$ cat src/rtl/ddr2buf_rd_pkg.sv
// Shared widths, perf counter width and FSM state encoding for the DDR-to-buffer read path.
package ddr2buf_rd_pkg;

  localparam int DDR_W_DEF      = 512;
  localparam int DDR_ADDR_W_DEF = 32;
  localparam int BURST_W_DEF    = 8;
  localparam int PERF_W         = 16;

  typedef enum logic [1:0] {
    ST_IDLE  = 2'd0,
    ST_RUN   = 2'd1,
    ST_DRAIN = 2'd2,
    ST_FIN   = 2'd3
  } state_t;

endpackage

$ cat src/rtl/ddr2buf_rd_addr_gen.sv
// Strided read-burst address generator: walks st_addr + k*step for burst_num bursts,
// raising a new request only while the parent grants credit.
module ddr_rd_addr_gen #(
  parameter int DDR_ADDR_W = 32,
  parameter int BURST_W    = 8
) (
  input  logic                  clk,
  input  logic                  rst,
  input  logic                  start,
  input  logic [DDR_ADDR_W-1:0] st_addr,
  input  logic [BURST_W-1:0]    burst,
  input  logic [DDR_ADDR_W-1:0] step,
  input  logic [BURST_W-1:0]    burst_num,
  input  logic                  credit_ok,
  input  logic                  ddr_addr_ready,
  output logic [DDR_ADDR_W-1:0] ddr_addr,
  output logic [BURST_W-1:0]    ddr_size,
  output logic                  ddr_addr_valid,
  output logic                  all_issued
);

  logic [DDR_ADDR_W-1:0] step_r;
  logic [BURST_W-1:0]    remain;
  logic [BURST_W-1:0]    remain_nxt;
  logic                  hs;

  assign hs         = ddr_addr_valid && ddr_addr_ready;
  assign remain_nxt = hs ? remain - BURST_W'(1) : remain;
  assign all_issued = (remain == '0);

  always_ff @(posedge clk or posedge rst) begin
    if (rst) begin
      ddr_addr       <= '0;
      ddr_size       <= '0;
      ddr_addr_valid <= 1'b0;
      step_r         <= '0;
      remain         <= '0;
    end else if (start) begin
      ddr_addr       <= st_addr;
      ddr_size       <= burst;
      step_r         <= step;
      remain         <= burst_num;
      ddr_addr_valid <= 1'b1;
    end else begin
      if (hs)
        ddr_addr <= ddr_addr + step_r;
      remain <= remain_nxt;
      // a pending request is never withdrawn; only re-evaluate once it is taken
      if (!ddr_addr_valid || hs)
        ddr_addr_valid <= (remain_nxt != '0) && credit_ok;
    end
  end

endmodule

$ cat src/rtl/ddr2buf_rd.sv
// DDR read bursts into a PE-side buffer. Build option DDR2BUF_PERF_CNT_EN adds
// an address-stall cycle counter on perf_stall_cnt (tied to 0 otherwise).
//   state    | meaning
//   IDLE     | waiting for start, DDR data not accepted
//   RUN      | issuing address requests and accepting beats
//   DRAIN    | all requests issued, accepting remaining beats
//   FIN      | last beat taken; done pulses on the following cycle
module ddr2buf_rd
  import ddr2buf_rd_pkg::*;
#(
  parameter int DDR_W      = DDR_W_DEF,
  parameter int DDR_ADDR_W = DDR_ADDR_W_DEF,
  parameter int BURST_W    = BURST_W_DEF,
  parameter int BUF_DEPTH  = 256,
  parameter int ADDR_W     = $clog2(BUF_DEPTH),
  parameter int MAX_OUTST  = 4
) (
  input  logic                  clk,
  input  logic                  rst,
  input  logic                  start,
  output logic                  done,
  input  logic [DDR_ADDR_W-1:0] conf_st_addr,
  input  logic [BURST_W-1:0]    conf_burst,
  input  logic [DDR_ADDR_W-1:0] conf_step,
  input  logic [BURST_W-1:0]    conf_burst_num,
  input  logic [ADDR_W-1:0]     conf_buf_addr,
  output logic [DDR_ADDR_W-1:0] ddr_addr,
  output logic [BURST_W-1:0]    ddr_size,
  output logic                  ddr_addr_valid,
  input  logic                  ddr_addr_ready,
  input  logic [DDR_W-1:0]      ddr_data,
  input  logic                  ddr_valid,
  output logic                  ddr_ready,
  output logic [ADDR_W-1:0]     buf_wr_addr,
  output logic [DDR_W-1:0]      buf_wr_data,
  output logic                  buf_wr_en,
  output logic [PERF_W-1:0]     perf_stall_cnt
);

  localparam int OUT_W = $clog2(MAX_OUTST + 1);
  localparam int TOT_W = 2 * BURST_W;

  state_t             state, state_nxt;
  logic [BURST_W-1:0] burst_r;
  logic [BURST_W-1:0] burst_left;
  logic [TOT_W-1:0]   beats_left;
  logic [ADDR_W-1:0]  wr_ptr;
  logic [OUT_W-1:0]   outst, outst_nxt;
  logic start_ok, zero_xfer, launch, addr_hs, beat_acc;
  logic burst_cmpl, last_beat, credit_ok, all_issued;

  assign start_ok   = start && (state == ST_IDLE);
  assign zero_xfer  = (conf_burst == '0) || (conf_burst_num == '0);
  assign launch     = start_ok && !zero_xfer;
  assign addr_hs    = ddr_addr_valid && ddr_addr_ready;
  assign ddr_ready  = (state == ST_RUN) || (state == ST_DRAIN);
  assign beat_acc   = ddr_valid && ddr_ready;
  assign burst_cmpl = beat_acc && (burst_left == BURST_W'(1));
  assign last_beat  = beat_acc && (beats_left == TOT_W'(1));
  // credit looks at next-cycle occupancy so a freed slot can be reused immediately
  assign outst_nxt  = outst + OUT_W'(addr_hs) - OUT_W'(burst_cmpl);
  assign credit_ok  = (outst_nxt < OUT_W'(MAX_OUTST));

  ddr_rd_addr_gen #(
    .DDR_ADDR_W(DDR_ADDR_W),
    .BURST_W   (BURST_W)
  ) u_addr_gen (
    .clk           (clk),
    .rst           (rst),
    .start         (launch),
    .st_addr       (conf_st_addr),
    .burst         (conf_burst),
    .step          (conf_step),
    .burst_num     (conf_burst_num),
    .credit_ok     (credit_ok),
    .ddr_addr_ready(ddr_addr_ready),
    .ddr_addr      (ddr_addr),
    .ddr_size      (ddr_size),
    .ddr_addr_valid(ddr_addr_valid),
    .all_issued    (all_issued)
  );

  always_ff @(posedge clk or posedge rst) begin
    if (rst) state <= ST_IDLE;
    else     state <= state_nxt;
  end

  always_comb begin
    state_nxt = state;
    case (state)
      ST_IDLE:  if (start_ok) state_nxt = zero_xfer ? ST_FIN : ST_RUN;
      ST_RUN:   if (last_beat) state_nxt = ST_FIN;
                else if (all_issued) state_nxt = ST_DRAIN;
      ST_DRAIN: if (last_beat) state_nxt = ST_FIN;
      ST_FIN:   state_nxt = ST_IDLE;
      default:  state_nxt = ST_IDLE;
    endcase
  end

  always_ff @(posedge clk or posedge rst) begin
    if (rst) begin
      burst_r    <= '0;
      burst_left <= '0;
      beats_left <= '0;
      wr_ptr     <= '0;
      outst      <= '0;
    end else if (launch) begin
      burst_r    <= conf_burst;
      burst_left <= conf_burst;
      beats_left <= TOT_W'(conf_burst) * TOT_W'(conf_burst_num);
      wr_ptr     <= conf_buf_addr;
      outst      <= '0;
    end else begin
      outst <= outst_nxt;
      if (beat_acc) begin
        burst_left <= burst_cmpl ? burst_r : burst_left - BURST_W'(1);
        beats_left <= beats_left - TOT_W'(1);
        wr_ptr     <= (wr_ptr == ADDR_W'(BUF_DEPTH - 1)) ? '0 : wr_ptr + ADDR_W'(1);
      end
    end
  end

  always_ff @(posedge clk or posedge rst) begin
    if (rst) begin
      buf_wr_en   <= 1'b0;
      buf_wr_addr <= '0;
      buf_wr_data <= '0;
      done        <= 1'b0;
    end else begin
      buf_wr_en <= beat_acc;
      if (beat_acc) begin
        buf_wr_addr <= wr_ptr;
        buf_wr_data <= ddr_data;
      end
      done <= (state == ST_FIN);
    end
  end

`ifdef DDR2BUF_PERF_CNT_EN
  always_ff @(posedge clk or posedge rst) begin
    if (rst)
      perf_stall_cnt <= '0;
    else if (start_ok)
      perf_stall_cnt <= '0;
    else if (ddr_addr_valid && !ddr_addr_ready && (perf_stall_cnt != '1))
      perf_stall_cnt <= perf_stall_cnt + PERF_W'(1);
  end
`else
  assign perf_stall_cnt = '0;
`endif

endmodule

$ cat config.mk
export PLATFORM = sky130hd
export DESIGN_NAME = ddr2buf_rd
export DESIGN_NICKNAME = d
export VERILOG_FILES = /design/src/rtl/ddr2buf_rd_pkg.sv /design/src/rtl/ddr2buf_rd_addr_gen.sv /design/src/rtl/ddr2buf_rd.sv
export SDC_FILE = /design/constraint.sdc
export NUM_CORES = 2
export LEC_CHECK = 0
export CAP_MARGIN = 25
export CORE_AREA = 3 3 462 464
export CTS_BUF_LIST = sky130_fd_sc_hd__clkbuf_4 sky130_fd_sc_hd__clkbuf_8 sky130_fd_sc_hd__clkbuf_16
export DETAILED_ROUTE_END_ITERATION = 6
export DIE_AREA = 0 0 465 467
export DONT_BUFFER_PORTS = 1
export SLEW_MARGIN = 30
export SYNTH_ARGS = -nofsm -noshare
export SYNTH_HDL_FRONTEND = slang
export SYNTH_SLANG_ARGS = --single-unit
export TNS_END_PERCENT = 10
$ cat constraint.sdc
create_clock -name clk -period 24.2 [get_ports clk]
set_input_delay 1.21 -clock clk [delete_from_list [all_inputs] [get_ports clk]]
set_output_delay 1.21 -clock clk [all_outputs]
set_load 0.03 [all_outputs]
==> metrics.txt <==
final setup TNS=0 ps; global route overflow=0; post-synthesis mux area share=0.1382%; GRT Total Usage=14.06%; Post-CTS Hold Buffers=0; Clock Sinks=640; vias in the first global route=23,230; Fmax=0.1968 GHz; first-pass GRT wire length=208,800 um; Root Buffer=clkbuf_16; register area=16,020 sq um; Core Box Area=209,600 sq um; slowest stage cell on the critical path=buf_4; drt total wl=159,600 um; Clk pin slew, worst setup/hold paths=60 ps; Resized Gates After CTS=0; DP Wirelength=133,000 um; Ports=1,185; area leader, netlist=dfrtp_1; Worst EP required=24,830 ps; Final ANT Viol Nets=0; Layout Skew=25.24 ps; Initial Util=13.82%; Lkg Pwr=16.88 nW; slew of the pin with the lowest slew margin=973.9 ps; vias per cell=3.846; CP startpoint kind=flip-flop; Synth Area in XOR/XNOR=1.814%; Hold Crit Class=primary input to async pin; WS Path Type=flip-flop to flip-flop; sequential element share of the synthesized area=55.28%; unrepaired setup endpoints after global routing=no; Post-CTS Setup Bufs=0; Die ar.=217,200 sq um; synth top area cells=dfrtp_1 (55%), nand2_1 (23%), ha_1 (3.5%); asr flop ratio synth=100.0%; Slew Limit Headroom=35.08%; Simple-Gate Fraction of Synth Area=27.93%; drc violations=0; drt wl/cell=25.67 um; status=finished, final reports clean; R2R setup slack=19,120 ps; Max VDD drop=124.5 uV; Compound-Gate Fraction of Synth Area=4.975%; largest family of logic cells by synthesized area=simple AND/OR/NAND/NOR gates; Routability Congestion=0.9941; cells along the critical path=inv_1 -> ha_1 -> nand2_4 -> buf_4 -> buf_4 -> buf_4 -> buf_4 -> nand2_1 -> nand2_1; Data arrival, critical path=5710 ps; Clock Tree Buf Depth=3; initial antenna violation count=117; Synth Area in Adders=6.124%; largest net degree at the start of global routing=135; worst-path maximum fanout=88; total power=0.006298 W; FILL cells=23,610; Die Span Y=467 um; Cell Rows=168; Port Buffers=0; DR iter-0 viols=1,877; synth warn=0; Final Cycle Share=21.00%; CTS buffer count=80; Post-synth EDFFs=0; max incr delay on CP=780 ps; Syn Area/Cell=8.615 sq um; post-synthesis cell area=28,970 sq um; cell area power density=180.4 nW/um^2; most frequent CP cell=buf_4; Net count, final=4,028; layout cells sized above 1=5.823%; maxcap violations=0; via count=23,910; Final Hold Vio Count=0; fin crit period=5083 ps; Yosys cell types=69; multi-input combinational cell area=11,960 sq um; CP Capture Type=flip-flop; top_reg_cell synth=dfrtp_1; htree depth=3; cells after synthesis=3,363; DRT Pass-1 Iters=6; Die X=465 um; Slew Limit Fails=0; CTS tree=built; flops & latches, synth=640; Synth top area share=55.28%; Setup-failing EPs final=0; synth-to-layout area growth=20.47%; clock latency at the later pin of the worst-skew pair=700 ps; Final Hold Slack=392.3 ps
metrics by stage:
stage	std cells	worst slack, ps	area, sq um	utilization, %
floorplan	3378	5061	29030	-
global placement	6027	18480	31990	15.26
detailed placement	6027	18370	32000	15.27
CTS	6171	19120	34770	16.59
global route	6201	18690	34860	16.63
finish	6218	19120	34900	16.65
synthesized netlist by cell type (8+ instances only):
cell type / number
nor2_1: 80
nor3_1: 24
buf_1: 17
a211oi_1: 8
clkbuf_1: 135
nand3_1: 18
dfrtp_1: 640
buf_4: 18
o22ai_1: 10
o21ai_0: 71
nand2_1: 1781
ha_1: 81
fa_1: 38
nor2b_1: 8
xnor2_1: 40
inv_1: 76
nand4_1: 9
a21o_1: 10
nor4_1: 9
a31oi_1: 15
xor2_1: 20
and3_1: 14
buf_2: 8
and2_1: 53
a21oi_1: 96
report_power, final:
group / total (W) / leakage (nW) / switching, W / internal (W)
registers: 0.00325 / 7.86 / 0.00166 / 0.00159
logic: 0.00178 / 7.64 / 0.00118 / 0.000600
clock network: 0.00127 / 1.38 / 0.000528 / 0.000740
sequential cells by signal, summed over array words and instances (netlist names), 8 cells and up:
register	count
beats_left	16
buf_wr_addr	8
buf_wr_data	512
burst_left	8
u_addr_gen.ddr_addr	32
u_addr_gen.ddr_size	8
u_addr_gen.remain	8
u_addr_gen.step_r	32
wr_ptr	8
layout by cell type, fill, tap and decap left out, types with 16 or more instances in the layout:
cell type and instances:
nand3_1 17, nor2_1 80, diode_2 47, nor3_1 23
o21ai_0 71, a21oi_1 96, dfrtp_1 639, xnor2_1 40
xor2_1 20, and2_1 53, inv_1 74, clkbuf_16 80
fa_1 38, nand2_1 1780, ha_1 81, buf_4 22
conb_1 16
routing by layer:
layer / up-vias / GRT usage, % / part of all wire (%)
li1: 10440 / - / -
met1: 11770 / 15.52 / 36
met2: 1287 / 20.93 / 44
met3: 331 / 8.292 / 14
met4: 86 / 7.769 / 5.0
met5: - / 1.032 / 0.36
path summary, 6_finish.rpt:
path	start	endpoint	cells after the start
min in group clk	u_addr_gen.step_r[10]$_DFFE_PP0P_	u_addr_gen.step_r[10]$_DFFE_PP0P_	2
worst max register to register	state[0]$_DFFE_PP0P_	buf_wr_data[390]$_DFFE_PP0P_	9
max in group asynchronous	rst	buf_wr_data[252]$_DFFE_PP0P_	6
worst max-delay path	state[0]$_DFFE_PP0P_	buf_wr_data[390]$_DFFE_PP0P_	9
worst min-delay path	rst	buf_wr_data[94]$_DFFE_PP0P_	1
worst min register to register	u_addr_gen.step_r[10]$_DFFE_PP0P_	u_addr_gen.step_r[10]$_DFFE_PP0P_	2
worst max-delay path: cells and delay by family, from the launching register on:
kind / cells / cell delay (ps)
adder cells (fa/ha/maj): 1 / 510
flip-flops: 1 / 410
AND/OR/NAND/NOR: 3 / 910
buffers and inverters: 5 / 2930
cell families after synthesis:
kind of cell / after synthesis
adders and majority gates: 119
other: 1
muxes: 4
AOI/OAI and AO/OA: 248
DFF: 640
and+or+nand+nor: 2033
buffers and inverters: 258
xor gates and xnor gates: 60
layout make-up:
cell class / instances / area share, %
well taps: 2805 / 10.06
multi-input cells: 2480 / 34.28
inverters: 76 / 0.8604
repair buffers: 26 / 0.6274
clock buffers: 107 / 6.550
clock inverters: 37 / 1.402
diodes: 47 / 0.3370
flip-flops and latches: 640 / 45.89
Note: power is estimated with default switching activity, not from simulation.
